[src/rtl/alu8_seq_ctrl.sv]
// Multi-byte sequencer: runs NBYTES-wide add/logic ops through one shared ALU8, LSB byte first.
// Latency: response NBYTES edges after accept for legal modes; illegal modes go straight to DONE.
// Backpressure: one request in flight; req_ready low until the response is taken, outputs held while stalled.
module alu8_seq_ctrl #(
  parameter int NBYTES = 4,
  parameter int W      = 8 * NBYTES
) (
  input  logic         clk,
  input  logic         rst_n,
  input  logic         req_valid,
  output logic         req_ready,
  input  logic [2:0]   req_mode,
  input  logic [W-1:0] req_a,
  input  logic [W-1:0] req_b,
  input  logic         req_cin,
  output logic         rsp_valid,
  input  logic         rsp_ready,
  output logic [W-1:0] rsp_x,
  output logic         rsp_cout,
  output logic         rsp_err,
  output logic [2:0]   alu_mode,
  output logic [7:0]   alu_a,
  output logic [7:0]   alu_b,
  output logic         alu_cin,
  input  logic [7:0]   alu_x,
  input  logic         alu_cout
);

  localparam int IW = (NBYTES > 1) ? $clog2(NBYTES) : 1;
  localparam logic [IW-1:0] LAST_IDX = IW'(NBYTES - 1);

  localparam logic [1:0] S_IDLE = 2'd0;
  localparam logic [1:0] S_RUN  = 2'd1;
  localparam logic [1:0] S_DONE = 2'd2;

  logic [1:0]    r_state;
  logic [IW-1:0] r_idx;
  logic          r_carry;
  logic [W-1:0]  r_res;
  logic [W-1:0]  r_a;
  logic [W-1:0]  r_b;
  logic [2:0]    r_mode;
  logic [W-1:0]  r_rsp_x;
  logic          r_rsp_cout;
  logic          r_rsp_err;

  logic          w_run;
  logic          w_accept;
  logic          w_req_legal;
  logic          w_is_add;
  logic          w_carry_next;
  logic [IW+2:0] w_base;
  logic [W-1:0]  w_res_next;

  assign w_run        = (r_state == S_RUN);
  assign req_ready    = (r_state == S_IDLE);
  assign rsp_valid    = (r_state == S_DONE);
  assign w_accept     = req_valid && req_ready;
  assign w_req_legal  = (req_mode <= 3'd4);
  assign w_is_add     = (r_mode == 3'd0);
  assign w_carry_next = w_is_add ? alu_cout : 1'b0;
  assign w_base       = {r_idx, 3'b000};

  // ALU8 ports are only live in RUN so the shared ALU sees zeros otherwise
  assign alu_mode = w_run ? r_mode : 3'd0;
  assign alu_a    = w_run ? r_a[w_base +: 8] : 8'd0;
  assign alu_b    = w_run ? r_b[w_base +: 8] : 8'd0;
  assign alu_cin  = w_run ? r_carry : 1'b0;

  assign rsp_x    = r_rsp_x;
  assign rsp_cout = r_rsp_cout;
  assign rsp_err  = r_rsp_err;

  // Result with the current byte slot replaced by the ALU output
  always_comb begin
    w_res_next = r_res;
    w_res_next[w_base +: 8] = alu_x;
  end

  // Sequencer FSM, operand capture, byte stepping and response registers
  always_ff @(posedge clk or negedge rst_n) begin
    if (!rst_n) begin
      r_state    <= S_IDLE;
      r_idx      <= '0;
      r_carry    <= 1'b0;
      r_res      <= '0;
      r_a        <= '0;
      r_b        <= '0;
      r_mode     <= 3'd0;
      r_rsp_x    <= '0;
      r_rsp_cout <= 1'b0;
      r_rsp_err  <= 1'b0;
    end else begin
      case (r_state)
        S_IDLE: begin
          if (w_accept) begin
            r_a     <= req_a;
            r_b     <= req_b;
            r_mode  <= req_mode;
            r_carry <= (req_mode == 3'd0) ? req_cin : 1'b0;
            r_idx   <= '0;
            r_res   <= '0;
            if (w_req_legal) begin
              r_state <= S_RUN;
            end else begin
              // Illegal mode never touches the ALU; respond with an error at once
              r_state    <= S_DONE;
              r_rsp_x    <= '0;
              r_rsp_cout <= 1'b0;
              r_rsp_err  <= 1'b1;
            end
          end
        end
        S_RUN: begin
          r_res   <= w_res_next;
          r_carry <= w_carry_next;
          if (r_idx == LAST_IDX) begin
            // Last byte: publish the response; idx stops here so it never wraps
            r_state    <= S_DONE;
            r_rsp_x    <= w_res_next;
            r_rsp_cout <= w_carry_next;
            r_rsp_err  <= 1'b0;
          end else begin
            r_idx <= r_idx + 1'b1;
          end
        end
        S_DONE: begin
          if (rsp_ready) begin
            r_state <= S_IDLE;
          end
        end
        default: begin
          r_state <= S_IDLE;
        end
      endcase
    end
  end

endmodule

[config.mk]
export PLATFORM = sky130hd
export DESIGN_NAME = alu8_seq_ctrl
export DESIGN_NICKNAME = d
export VERILOG_FILES = /design/src/rtl/alu8_seq_ctrl.sv
export SDC_FILE = /design/constraint.sdc
export NUM_CORES = 1
export LEC_CHECK = 0
export ABC_AREA = 1
export BUFFER_PORTS_ARGS = -buffer_cell sky130_fd_sc_hd__buf_4
export CAP_MARGIN = 20
export CORE_MARGIN = 1
export CORE_UTILIZATION = 38
export DETAILED_ROUTE_END_ITERATION = 10
export GPL_ROUTABILITY_DRIVEN = 0
export MAX_ROUTING_LAYER = met4
export PLACE_DENSITY = 0.69
export SYNTH_ARGS = -nofsm -noshare
export SYNTH_HDL_FRONTEND = slang
export SYNTH_SLANG_ARGS = --single-unit
[constraint.sdc]
create_clock -name clk -period 2.57 [get_ports clk]
set_input_delay 0.257 -clock clk [delete_from_list [all_inputs] [get_ports clk]]
set_output_delay 0.257 -clock clk [all_outputs]
set_load 0.02 [all_outputs]
=== Word level (Yosys, flattened, before mapping) ===
Cells that the tools add are included.

* Bits in registers: 138
* Input port bits: 81
* Word-level logic and storage cells: 66

* Add/subtract/negate cells: 2
* Magnitude comparators: 1
* Equal/unequal tests: 8
* Shift-type cells: 4
* Mux-type cells: 31
* Reduce and logical (&&, ||, !) cells: 10

{| class="wikitable"
|+ Operator list
! cell !! number
|-
| two-way mux 32 bit || 4
|-
| case mux 32 bit (2 select lines) || 2
|-
| variable part select 32 x 6 -> 8 bit || 2
|-
| bitwise mux 32 bit || 1
|-
| variable shift 8 x 7 -> 32 bit (first input constant) || 1
|-
| variable part select 8 x 7 -> 32 bit || 1
|-
| two-way mux 8 bit || 2
|-
| two-way mux 2 bit || 6
|-
| two-way mux 1 bit || 10
|-
| negation 5 -> 7 bit || 1
|-
| logical NOT 3 bit || 2
|-
| != test 2 x 1 -> 1 bit (second input constant) || 3
|-
| case mux 1 bit (2 select lines) || 3
|-
| case mux 2 bit (3 select lines) || 1
|-
| AND reduction 3 bit || 2
|-
| equality test 2 bit (second input constant) || 2
|-
| != test 2 bit (second input constant) || 2
|-
| case mux 2 bit (2 select lines) || 1
|-
| AND reduction 2 bit || 2
|-
| AND reduction 4 bit || 1
|-
| <= comparator 3 bit (second input constant) || 1
|-
| two-way mux 3 bit || 1
|-
| adder 2 x 1 -> 2 bit (second input constant) || 1
|-
| equality test 2 x 1 -> 1 bit (second input constant) || 1
|-
| other kinds (3) || 3
|}

=== Depth between registers and ports, before layout ===
* Depth after elaboration: 5
* Depth in mapped cells: 12

=== Worst setup path after synthesis ===
OpenSTA, ideal clock, no wires.

* Path type: reg-to-reg
* Start point: register r_idx[0]
* End point: register r_rsp_x[16] (netlist: rsp_x[16])
* Library setup time: 0.065 ns
* Arrival time: 1.965 ns
* Data required time: 2.505 ns
* Slack: 0.540 ns
* Cell stages (with the launch flop): 11
* Clock period less this slack: 2.030 ns
* Cells stage by stage: dfrtp_1 -> buf_2 -> inv_1 -> clkbuf_1 -> ha_1 -> clkinv_1 -> nor2_1 -> nand3_1 -> nand2_1 -> nand3_1 -> nand2_1

* Cells in the longest elaborated chain, start to end: 5

{| class="wikitable"
|+ Ends and longest elaborated chain
! element !! RTL line !! RTL
|-
| from (decl) || 37 || <nowiki>logic [IW-1:0] r_idx;</nowiki>
|-
| from (signal assigned) || 124 || <nowiki>r_idx <= r_idx + 1'b1;</nowiki>
|-
| negation 5 -> 7 bit || 77 || <nowiki>w_res_next[w_base +: 8] = alu_x;</nowiki>
|-
| variable part select 8 x 7 -> 32 bit or variable shift 8 x 7 -> 32 bit (tied branches) || 77 ||
|-
| bitwise mux 32 bit || 77 ||
|-
| two-way mux 32 bit || 117 || <nowiki>if (r_idx == LAST_IDX) begin</nowiki>
|-
| case mux 32 bit (2 select lines) || 94 || <nowiki>case (r_state)</nowiki>
|-
| to (signal assigned) || 120 || <nowiki>r_rsp_x <= w_res_next;</nowiki>
|-
| to (decl) || 43 || <nowiki>logic [W-1:0] r_rsp_x;</nowiki>
|}

Several ways; a longest one is shown, not always the timed one. The select of a mux whose other input is x is not followed.
A chain may end at the register's enable or synchronous reset.

=== Worst setup path after layout ===
* Start point: register r_idx[1]
* End point: output alu_b[4]

* Cells in the longest elaborated chain, start to end: 2

{| class="wikitable"
|+ Ends and longest elaborated chain
! element !! RTL line !! RTL
|-
| variable part select 32 x 6 -> 8 bit || 67 || <nowiki>assign alu_b = w_run ? r_b[w_base +: 8] : 8'd0;</nowiki>
|-
| two-way mux 8 bit || 67 ||
|-
| to (decl) || 23 || <nowiki>output logic [7:0] alu_b,</nowiki>
|}

No other way between the ends.

==> metrics.cfg <==
[critical_path]
critPathMaxStageDelay_ps=520
rrSetupSlack_ps=460
path_depth=6
critPathTopFamily=buffers and inverters
critPathBufInv=3
rr_worst_depth=9
startpoint_type=register
critPathLaunch=r_idx[1]
crit_slowest_cell=dfrtp_1
crit_required_ps=2310
endpoint_kind=output port
crit_path_end=alu_b[4]
path_class=reg -> out
r2r_end=rsp_x[10]
arrival_ps=2070
crit_path_max_fanout=17
timing.rr.start=r_idx[1]
cp_common_cell=buf_4
path_cells=clkinv_1 -> buf_4 -> nor2_1 -> o21ai_0 -> a21oi_1 -> buf_4

[finish]
final_util_pct=48.8
areaGrowthSynthToFinish_pct=25.9
drive_gt1_share_pct=18.9
fin_cells=1244
diodes=0
final_nets=1094
final_area_sq_um=8410

[floorplan]
core-area_sq_um=17200
dieHeight_microns=135
num_rows=48
initial_core_util_pct=38.8
num_io_pins=137
fp.dieW_microns=135
die_area_sq_um=18100

[run_status]
status=complete, no violations

[power_and_ir_drop]
p_sw_share_pct=40.5
switchingPower_mw=3.85
p_per_area_nw_per_um2=1130
peakVddDrop_uv=729
p_total_mw=9.51
pwr-share-clk_pct=26.4
p_leak_nw=4.77
share_seq_of_total_power_pct=34.0
combPwrFrac_pct=39.6
internal-power_mw=5.66

[placement]
place_inst=1212
dp_hpwl_mm=11.4
port_buffers=136
preCtsSetupSlack_ps=444
dpl_cell_area_sq_um=7800

[synthesis]
synth_seq_cells=138
synthCells=881
synth_adder_area_share_pct=1.12
synthXorXnorAreaFrac_pct=0
synth_area_sq_um=6680
synthSimpleGateAreaFrac_pct=35.9
synth-compound-area-share_pct=4.64
syn_nets=968
synthMuxAreaShare_pct=0
synth_top_family_by_area=simple AND/OR/NAND/NOR gates
yosysWarnings=0
synth_area_per_cell_sq_um=7.59
seq_area_frac_synth_pct=51.7
yosysUniqueCellTypes=22

[timing]
finalSetupViolations=0
setup_ws_ps=246
fmax_ghz=0.430
hold_violations=0
fin_setup_tns_ps=0
worst_pin_slew_ps=661
rsz0062_at_grt=false
fin_crit_ps=2320
fin_skew_ps=10.2
hold_slack_ps=26.8
relSlewSlack_pct=55.9
finalCritPeriodShare_pct=90.4
drv_slew=0

[clock_tree]
cts_buffers=17
cts_resized=0
ctsHtreeMaxLevel=4
clk_pin_slew_ps=60
clk_path_buf_depth=2
clk_latency_ps=420
root_buffer=clkbuf_16
clkSinkCount=138
tritoncts=built

[global_routing]
use_met1_pct=27.1
grtUsageTotal_pct=20.6
grt_use_met2_pct=31.2
grt_pass1_wl_mm=28.0
grt_pass1_vias=5677
antenna_found_initial=0
top_usage_layer=met2
grt_max_degree=71
grt-ovfl-total=0
gr-usage-met3_pct=4.99

[route]
vias_per_cell=4.79
routed-via-count=5953
wl_per_cell_microns=13.6
initialDrtViolationCount=345
final_antenna_net_count=0
firstDrtPassIters=5
routed_wirelength_mm=17.0
drc=0

[job]
drv_cap=0

[min_path]
hp-class=in -> reg

-- metal layers --
| metal | routed length [microns] | vias to the layer above |
|---|---|---|
| li1 | - | 2973 |
| met1 | 7670 | 2754 |
| met2 | 7890 | 204 |
| met3 | 1140 | 22 |
| met4 | 286 | 0 |
| met5 | 0 | - |
-- cell usage in the layout (no fill, tap or decap), types with 2 or more instances in the layout --
master,count
clkbuf_1,3
o21ai_0,46
nand2_4,5
nor2_1,78
clkbuf_16,17
nor2_4,2
dfrtp_1,138
inv_4,2
nand2_1,442
clkbuf_8,4
nand3_2,4
nand4_1,2
a21oi_1,16
nand3_1,59
ha_1,6
clkinv_2,3
inv_1,31
buf_4,149
clkinv_1,4
bufinv_16,3
-- flip-flops by register name (all words and copies together), names as in the netlist --
| register | count |
|---|---|
| r_res | 32 |
| r_b | 32 |
| r_a | 32 |
| r_state | 2 |
| rsp_x | 32 |
| rsp_cout | 1 |
| r_idx | 2 |
| r_mode | 3 |
| rsp_err | 1 |
| r_carry | 1 |
-- final cells by class --
| class | count | area (sq um) |
|---|---|---|
| inverters | 38 | 148 |
| well taps | 225 | 282 |
| clock buffers | 24 | 492 |
| fillers | 1710 | 8820 |
| repair buffers | 151 | 1140 |
| clock inverters | 7 | 114 |
| multi-input cells | 661 | 2780 |
| flip-flops and latches | 138 | 3450 |
-- Yosys cell counts (all sizes together) --
library cell	count	area, sq um
nand2	447	1720
dfrtp	138	3450
nor2	81	335
nand3	63	335
o21ai	46	230
buf	35	260
inv	34	133
a21oi	16	80.1
clkbuf	9	37.5
ha	6	75.1
clkinv	4	15.0
nand4	2	12.5
-- power groups by stage --
| stage | logic (mW) | registers [mW] | clock network [mW] |
|---|---|---|---|
| finish | 3.76 | 3.24 | 2.51 |
| CTS | 3.80 | 3.23 | 2.56 |
| floorplan | 2.75 | 3.26 | 0 |
| global placement | 3.73 | 3.24 | 0 |
| global route | 4.25 | 3.31 | 2.66 |
| detailed placement | 3.77 | 3.26 | 0 |
-- how the worst min path moves through the flow --
stage | start | end | slack, ps | cells past startpoint
2_1_floorplan | rst_n | r_a[0] | -40 | 0
3_3_place_gp | rst_n | r_res[23] | 320 | 1
3_5_place_dp | rst_n | r_res[23] | 320 | 1
4_1_cts | req_b[13] | r_b[13] | 10 | 3
5_1_grt | req_a[21] | r_a[21] | 7 | 3
6_report | req_a[21] | r_a[21] | 30 | 3
-- repair_timing --
action                                 4_1_cts  5_1_grt
hold buffers                                 1        0
setup buffers                                0        0
endpoints found under the hold margin       66        0
-- worst min-delay path, cell delays in order --
cell	delay, ps
buf_4	80
nand2_1	40
nand2_1	40
-- logic make-up after synthesis --
family / Yosys count
and+or+nand+nor: 593
buffers and inverters: 82
adders and majority gates: 6
DFF: 138
AOI/OAI and AO/OA: 62
No activity file was read; power rests on OpenSTA's default activity.
